`src/rtl/cpu_pkg.sv`:
```
// Shared CPU definitions: shift opcode encodings (match the control unit's Shift
// constants), shift-unit state encoding and opcode classification helpers.
package cpu_pkg;

    typedef enum logic [2:0] {
        OP_SLL  = 3'b000,
        OP_SLLV = 3'b001,
        OP_SRA  = 3'b010,
        OP_SRAV = 3'b011,
        OP_SRL  = 3'b100
    } shift_op_t;

    typedef enum logic [1:0] {
        ST_IDLE,
        ST_SHIFT,
        ST_DONE
    } shift_state_t;

    function automatic logic op_is_legal(input logic [2:0] op);
        return op <= 3'b100;
    endfunction

    // Variable forms take their amount from rs_val[4:0] instead of shamt.
    function automatic logic op_is_variable(input logic [2:0] op);
        return (op == OP_SLLV) || (op == OP_SRAV);
    endfunction

endpackage

```
`src/rtl/shift_unit_if.sv`:
```
// Start/done handshake and operand/result bundle between the multicycle control
// unit (master) and the iterative shift unit (slave).
interface shift_unit_if #(
    parameter int unsigned WIDTH = 32
);
    logic             start;
    logic [2:0]       shift_op;
    logic [4:0]       shamt;
    logic [WIDTH-1:0] rs_val;
    logic [WIDTH-1:0] rt_val;
    logic             busy;
    logic             done;
    logic             illegal_op;
    logic [WIDTH-1:0] result;

    modport master (
        output start, shift_op, shamt, rs_val, rt_val,
        input  busy, done, illegal_op, result
    );

    modport slave (
        input  start, shift_op, shamt, rs_val, rt_val,
        output busy, done, illegal_op, result
    );
endinterface

```
`src/rtl/shift_unit_step.sv`:
```
// Combinational single shift step: moves data by 1 or 4 bit positions in the
// direction and fill mode selected by the opcode.
module shift_step
    import cpu_pkg::*;
#(
    parameter int unsigned WIDTH = 32
) (
    input  logic [WIDTH-1:0] data,
    input  logic [2:0]       op,
    input  logic             step4,
    output logic [WIDTH-1:0] data_next
);
    logic [2:0] amt;

    always_comb begin
        amt       = step4 ? 3'd4 : 3'd1;
        data_next = data;
        case (op)
            OP_SLL, OP_SLLV: data_next = data << amt;
            OP_SRA, OP_SRAV: data_next = $signed(data) >>> amt;
            OP_SRL:          data_next = data >> amt;
            default:         data_next = data;
        endcase
    end
endmodule

```
`src/rtl/shift_unit.sv`:
```
// Iterative shift unit: start/done handshake, one shift step per SHIFT cycle.
// SHIFT_UNIT_FAST_EN: steps of 4 bits while at least 4 remain; results unchanged.
module shift_unit
    import cpu_pkg::*;
#(
    parameter int unsigned WIDTH = 32
) (
    input  logic         clk,
    input  logic         reset,
    shift_unit_if.slave  bus
);
    shift_state_t     state, state_n;
    logic [WIDTH-1:0] data, data_n;
    logic [2:0]       op, op_n;
    logic [4:0]       count, count_n;
    logic             illegal, illegal_n;
    logic [WIDTH-1:0] result, result_n;

    logic             step4;
    logic [4:0]       step_amt;
    logic [WIDTH-1:0] stepped;
    logic [4:0]       accept_count;
    logic             unused_rs_hi;

    assign unused_rs_hi = ^bus.rs_val[WIDTH-1:5];

`ifdef SHIFT_UNIT_FAST_EN
    assign step4 = (count >= 5'd4);
`else
    assign step4 = 1'b0;
`endif
    assign step_amt = step4 ? 5'd4 : 5'd1;

    shift_step #(.WIDTH(WIDTH)) u_step (
        .data      (data),
        .op        (op),
        .step4     (step4),
        .data_next (stepped)
    );

    assign accept_count = op_is_variable(bus.shift_op) ? bus.rs_val[4:0] : bus.shamt;

    always_comb begin
        state_n   = state;
        data_n    = data;
        op_n      = op;
        count_n   = count;
        illegal_n = illegal;
        result_n  = result;
        case (state)
            ST_IDLE: begin
                if (bus.start) begin
                    data_n    = bus.rt_val;
                    op_n      = bus.shift_op;
                    count_n   = accept_count;
                    illegal_n = !op_is_legal(bus.shift_op);
                    // Nothing to shift: present the operand directly in DONE.
                    if (!op_is_legal(bus.shift_op) || accept_count == 5'd0) begin
                        state_n  = ST_DONE;
                        result_n = bus.rt_val;
                    end else begin
                        state_n  = ST_SHIFT;
                    end
                end
            end
            ST_SHIFT: begin
                data_n  = stepped;
                count_n = count - step_amt;
                if (count == step_amt) begin
                    state_n  = ST_DONE;
                    result_n = stepped;
                end
            end
            ST_DONE: state_n = ST_IDLE;
            default: state_n = ST_IDLE;
        endcase
    end

    always_ff @(posedge clk) begin
        if (reset) begin
            state   <= ST_IDLE;
            data    <= '0;
            op      <= '0;
            count   <= '0;
            illegal <= 1'b0;
            result  <= '0;
        end else begin
            state   <= state_n;
            data    <= data_n;
            op      <= op_n;
            count   <= count_n;
            illegal <= illegal_n;
            result  <= result_n;
        end
    end

    assign bus.busy       = (state == ST_SHIFT);
    assign bus.done       = (state == ST_DONE);
    assign bus.illegal_op = (state == ST_DONE) && illegal;
    assign bus.result     = result;
endmodule
```
`src/flat_wrapper.sv`:
```
// flat-port wrapper written by rule: the top's interface ports become plain ports
module shift_unit_flat import cpu_pkg::*;
#(
    parameter int unsigned WIDTH = 32
)
  (clk, reset, bus_start, bus_shift_op, bus_shamt, bus_rs_val, bus_rt_val, bus_busy, bus_done, bus_illegal_op, bus_result);
  shift_unit_if #(.WIDTH(WIDTH)) bus_i ();
  input  logic clk;
  input  logic reset;
  input wire logic [$bits(bus_i.start)-1:0] bus_start;
  input wire logic [$bits(bus_i.shift_op)-1:0] bus_shift_op;
  input wire logic [$bits(bus_i.shamt)-1:0] bus_shamt;
  input wire logic [$bits(bus_i.rs_val)-1:0] bus_rs_val;
  input wire logic [$bits(bus_i.rt_val)-1:0] bus_rt_val;
  output wire logic [$bits(bus_i.busy)-1:0] bus_busy;
  output wire logic [$bits(bus_i.done)-1:0] bus_done;
  output wire logic [$bits(bus_i.illegal_op)-1:0] bus_illegal_op;
  output wire logic [$bits(bus_i.result)-1:0] bus_result;
  assign bus_i.start = bus_start;
  assign bus_i.shift_op = bus_shift_op;
  assign bus_i.shamt = bus_shamt;
  assign bus_i.rs_val = bus_rs_val;
  assign bus_i.rt_val = bus_rt_val;
  assign bus_busy = bus_i.busy;
  assign bus_done = bus_i.done;
  assign bus_illegal_op = bus_i.illegal_op;
  assign bus_result = bus_i.result;
  shift_unit #(.WIDTH(WIDTH)) u_core (.clk(clk), .reset(reset), .bus(bus_i));
endmodule
```
`config.mk`:
```
export PLATFORM = sky130hd
export DESIGN_NAME = shift_unit_flat
export DESIGN_NICKNAME = d
export VERILOG_FILES = /design/src/rtl/cpu_pkg.sv /design/src/rtl/shift_unit_if.sv /design/src/rtl/shift_unit_step.sv /design/src/rtl/shift_unit.sv /design/src/flat_wrapper.sv
export SDC_FILE = /design/constraint.sdc
export NUM_CORES = 1
export LEC_CHECK = 0
export CAP_MARGIN = 20
export CORE_MARGIN = 2
export CORE_UTILIZATION = 52
export CTS_BUF_LIST = sky130_fd_sc_hd__clkbuf_4
export DETAILED_ROUTE_END_ITERATION = 8
export GPL_TIMING_DRIVEN = 0
export HOLD_SLACK_MARGIN = 0.1
export PLACE_DENSITY = 0.87
export SLEW_MARGIN = 0
export SYNTH_ARGS = -nofsm -noshare
export SYNTH_HDL_FRONTEND = slang
export SYNTH_HIERARCHICAL = 1
export SYNTH_SLANG_ARGS = --single-unit
```
`constraint.sdc`:
```
create_clock -name clk -period 2.3 [get_ports clk]
set_input_delay 0.345 -clock clk [delete_from_list [all_inputs] [get_ports clk]]
set_output_delay 0.345 -clock clk [all_outputs]
set_load 0.05 [all_outputs]
```
# --- Yosys cells after proc, flatten, opt, wreduce, memory -nomap -nowiden ---
# Index checks and enable logic that the tools add are counted.
totals:
  latch_bits: 0
  romBits: 0
  memories: 0
  ramBits: 0
  out_inout_bits: 35
  in_bits: 75
  ff_bits: 75
  word_cells: 48
op_classes:
  reduce_logical: 14
  addsub: 1
  n_bitwise: 0
  multipliers: 0
  div: 0
  muxes: 14
  shift: 0
  n_eq_ne: 12
  n_lt_le_gt_ge: 1
op_table:
  columns: ["op", "count"]
  rows:
  - ["32-bit two-way mux", 4]
  - ["32-bit case mux with 2 select lines", 2]
  - ["32-bit case mux with 3 select lines", 1]
  - ["5-bit two-way mux", 2]
  - ["5-bit case mux with 2 select lines", 1]
  - ["3-bit by 2-bit == test with 1-bit output, second input constant", 3]
  - ["3-bit by 1-bit == test with 1-bit output, second input constant", 2]
  - ["2-bit two-way mux", 3]
  - ["2-bit AND reduction", 3]
  - ["5-bit by 1-bit == test with 1-bit output, second input constant", 1]
  - ["5-bit zero test", 1]
  - ["5-bit by 1-bit subtractor with 5-bit output, second input constant", 1]
  - ["2-bit by 1-bit != test with 1-bit output, second input constant", 2]
  - ["2-bit case mux with 2 select lines", 1]
  - ["4-bit AND reduction", 1]
  - ["2-bit OR reduction", 2]
  - ["3-bit == test, second input constant", 1]
  - ["3-bit <= comparator, second input constant", 1]
  - ["3-bit zero test", 1]
  - ["2-bit by 1-bit == test with 1-bit output, second input constant", 1]
  - ["2-bit == test, second input constant", 1]
  - ["2-bit zero test", 1]
  - ["1-bit logical OR", 2]
  - ["2-bit != test, second input constant", 1]
  - ["3 further kinds", 3]

# --- Depth between registers and ports, before layout ---
depth:
  word_depth: 8
  mapped_depth: 10
  depth_no_buf: 7

# --- Hierarchy ---
# The synthesis kept the hierarchy.
by_module_without_submodules:
  columns: ["module", "area_per_inst_um2", "seq_area_each_um2", "cells_per_inst", "instances"]
  rows:
  - ["shift_unit", 3228.1, 1501.4, 337, 1]
  - ["shift_step", 1546.5, 0.0, 227, 1]

# --- Least setup slack after synthesis ---
# No wires, ideal clock.
synth_path:
  kind: "reg-to-reg"
  start: "reg u_core.op[2]"
  end: "reg u_core.result[1] (netlist: u_core/bus.result[1])"
  arrival_ps: 1542
  setup_time_ps: 137
  path_slack_ps: 621
  n_path_buf: 3
  synth_period_minus_slack_ps: 1679
  path_stages_with_launch: 10
  t_required_ps: 2163
  path_cell_list: "dfxtp_1 -> clkbuf_2 -> nand2b_1 -> buf_2 -> buf_2 -> o21ai_0 -> a222oi_1 -> inv_1 -> mux2i_1 -> a211oi_2"
synth_between:
  elab_chain_cells: 5
  elab_cells_between_ends: 10
  cone_classes: "eq/ne (4); mux (3); reduce/logical (3)"
synth_rtl:
  columns: ["element", "line_no", "source"]
  rows:
  - ["start, declared", "shift_unit.sv:14", "logic [2:0] op, op_n;"]
  - ["start signal, assigned", "shift_unit.sv:90", "op <= op_n;"]
  - ["3-bit by 2-bit == test with 1-bit output, or another cell as far along", "shift_unit_step.sv:18", "case (op)"]
  - ["2-bit OR reduction", "shift_unit_step.sv:18", null]
  - ["32-bit case mux with 3 select lines (*)", "shift_unit_step.sv:18", null]
  - ["named net u_core.stepped[1]", "shift_unit.sv:21", "logic [WIDTH-1:0] stepped;"]
  - ["32-bit two-way mux (*)", "shift_unit.sv:69", "if (count == step_amt) begin"]
  - ["32-bit case mux with 2 select lines (*)", "shift_unit.sv:50", "case (state)"]
  - ["end signal, assigned", "shift_unit.sv:93", "result <= result_n;"]
  - ["end, declared", "shift_unit.sv:17", "logic [WIDTH-1:0] result, result_n;"]
# The timed path passes the listed nets; every way through them passes the cells marked *. The select of a mux whose other input is x is not followed.
# A chain may end at the register's enable or synchronous reset.

# --- Final worst setup path ---
layout_path:
  start: "reg u_core.state[0]"
  end: "out bus_busy"
layout_between:
  elab_chain_cells: 1
layout_rtl:
  columns: ["element", "line_no", "source"]
  rows:
  - ["start, declared", "shift_unit.sv:12", "shift_state_t state, state_n;"]
  - ["start signal, assigned", "shift_unit.sv:88", "state <= state_n;"]
  - ["2-bit by 1-bit == test with 1-bit output", "shift_unit.sv:97", "assign bus.busy = (state == ST_SHIFT);"]
  - ["end, declared", "flat_wrapper.sv:15", "output wire logic [$bits(bus_i.busy)-1:0] bus_busy;"]
# Every way passes these cells.

==> impl_metrics.csv <==
group,metric,value,unit
clock_tree,clock_sinks,75,
timing,layout_min_cycle_time,2160,ps
layout,nFillCells,743,
setup_path,endpoint_kind,"primary output",
setup_path,crit_buf_inv,4,
power,peakVddDrop,0.379,mV
global_routing,grtUsageMet2,0.478,
clock_tree,htreeDepth,3,
clock_tree,postCtsSetupBuffers,0,
timing,slew_headroom,0.509,
timing,hold_viol_final,0,
floorplan,fp.dieH,99.8,µm
clock_tree,cts_tree,"yes",
global_routing,busiest_layer,"met2",
worst_hold_path,hp-class,"primary input to flip-flop",
detailed_routing,wl,14200,µm
layout,utilization,0.665,
detailed_routing,via_per_inst,6.27,
setup_path,timing_worst_setup_path_type,"flip-flop to primary output",
setup_path,cpLargestDelayFamily,"buffers and inverters",
run,drv_cap,0,
clock_tree,clock_tree.root_cell,"clkbuf_4",
timing,holdWs,343,ps
global_routing,grt_max_degree,14,
global_routing,antenna_found_initial,0,
detailed_routing,drc_errors,0,
clock_tree,cts_buffer_depth,2,
power,power_density,672,nW/µm²
logic_synthesis,synth_edf_count,0,
detailed_routing,routedWlPerCell,18.4,µm
layout,num_antenna_cells,0,
logic_synthesis,synthArstFlopShare,0,
detailed_routing,vias,4820,
global_routing,grt_pass1_vias,4691,
global_routing,grt_use_met1,0.379,
global_routing,grt_pass1_wl,23200,µm
floorplan,initial_core_util,0.542,
logic_synthesis,synthTopCellsByArea,"dfxtp_1, mux2i_1, a211oi_1",
logic_synthesis,synth.largest_area_cell,"dfxtp_1",
logic_synthesis,synth_cells,564,
timing,worst-slew-pin-transition,737,ps
logic_synthesis,synth_area,4770,µm²
logic_synthesis,synth_flop_cell,"dfxtp_1",
floorplan,fp.coreArea,8810,µm²
global_routing,overflow,0,
run_status,status,"completed",
setup_path,slowest_stage,"dfxtp_1",
clock_tree,ctsHoldBuffers,0,
layout,drive_gt1_frac,0.104,
logic_synthesis,yosys_warnings,6,
floorplan,fp.dieW,99.8,µm
floorplan,pin_count,110,
logic_synthesis,synth_seq_cells,75,
layout,syn_to_final_growth,22.7,%
timing,skew,22.8,ps
floorplan,die_area,9960,µm²
setup_path,cp.required,1960,ps
logic_synthesis,netlist-cell-type-count,45,
logic_synthesis,syn_area_per_cell,8.47,µm²
global_routing,grt_usage,0.288,
layout,final_common_cell,"mux2i_1",
layout,finalNetCount,733,
timing,max_freq,0.463,GHz
placement,placed_area,5720,µm²
setup_path,crit_path_start_kind,"flip-flop",
power,p_leak,2.18,nW
timing,slew_violations,0,
setup_path,path_cells,"buf_4, nor2b_1, buf_4, clkbuf_4, clkbuf_4",
global_routing,use_met3,0.0487,
logic_synthesis,synth_top_area_frac,0.314,
detailed_routing,drt_iter0_markers,361,
placement,gp_congestion,0.948,
placement,hpwl,10500,µm
setup_path,crit_path_max_fanout,10,
logic_synthesis,syn_nets,641,
detailed_routing,ant_nets,0,
power,p_total,3.94,mW
floorplan,fp-row-count,34,
timing,grt_setup_unrepaired,"false",
setup_path,crit_arrival,1810,ps
placement,port_buffers,81,
layout,final_cell_mix,"mux2i_1, clkdlybuf4s50_1, nor2_1",
clock_tree,clock_latency,430,ps
detailed_routing,dr.pass1.iters,5,
logic_synthesis,seq_area_frac_synth,0.314,
timing,finalCritPeriodShare,0.938,
timing,setup_violations,0,
clock_tree,numCtsBuffers,9,
setup_path,slowest_delay,330,ps
clock_tree,clk_pin_slew,140,ps
layout,design_area,5860,µm²
## metal layers
metal	vias to the layer above	part of all wire	wire (µm)
met5	-	0	0
met1	2284	0.44	6210
met4	0	0.023	325
met2	236	0.48	6760
met3	38	0.062	877
li1	2262	-	-
## logic make-up after synthesis
| logic type | count (synthesis) | synth area share |
|---|---|---|
| compound gates | 183 | 0.279 |
| xor+xnor | 2 | 0.00367 |
| fa+ha+maj | 2 | 0.00524 |
| buf+inv | 67 | 0.0710 |
| flops | 75 | 0.314 |
| mux | 84 | 0.179 |
| other cells | 1 | 0.000785 |
| simple gates | 150 | 0.147 |
## per-stage QoR
step	instances	setup TNS, ps	setup WS [ps]
4_1_cts	769	0	49.5
6_report	769	0	142
2_1_floorplan	564	0	621
3_3_place_gp	753	-3180	-162
3_5_place_dp	753	-3290	-183
5_1_grt	769	0	21.0
## report_power, final
group,switching [mW],internal [mW]
clock,0.504,0.343
sequential,0.169,1.45
combinational,0.870,0.601
total,1.54,2.39
## Yosys cell counts (2+ instances only)
cell type  number
a31oi_1         3
mux2i_1        82
o21a_1          2
inv_1          10
buf_1           2
nor3_1          6
dfxtp_1        75
o211ai_1       22
nand2b_1       27
buf_2          15
xnor2_1         2
clkbuf_1       25
nand3_1         4
a211oi_1       54
buf_4           8
a222oi_1        3
and2_1          2
a211o_1         4
o21ai_0        27
nor2b_1         7
ha_1            2
nand2_1        21
nor2_1         78
a211oi_2       17
o22ai_1        22
buf_6           5
a21oi_1        21
## repair_timing
| item | CTS | global route |
|---|---|---|
| gates resized for setup | 7 | 2 |
| setup endpoints to repair | 3 | 1 |
| pin swaps | 0 | 0 |
## cell type report
type | instances | area [µm²] | area share
plain buffers | 56 | 300 | 0.0512
clock buffers | 10 | 75.1 | 0.0128
clock inverters | 6 | 66.3 | 0.0113
inverters | 11 | 41.3 | 0.00705
multi-input cells | 422 | 2930 | 0.501
flip-flops and latches | 75 | 1500 | 0.256
well taps | 108 | 135 | 0.0231
repair buffers | 81 | 806 | 0.138
## registers in the layout (all words and copies together), names as in the netlist
| signal | count |
|---|---|
| u_core/illegal | 1 |
| u_core/op | 3 |
| u_core/count | 5 |
| u_core/state | 2 |
| u_core/data | 32 |
| u_core/bus.result | 32 |
## final timing paths
| kind | startpoint | to | slack [ps] | depth (start not counted) |
|---|---|---|---|---|
| max | u_core/state[0] | bus_busy | 140 | 5 |
| min | reset | u_core/bus.result[26] | 340 | 2 |
| max reg2reg | u_core/op[0] | u_core/data[9] | 170 | 7 |
| min reg2reg | u_core/op[1] | u_core/op[1] | 470 | 2 |
Note: power is estimated with default switching activity, not from simulation.
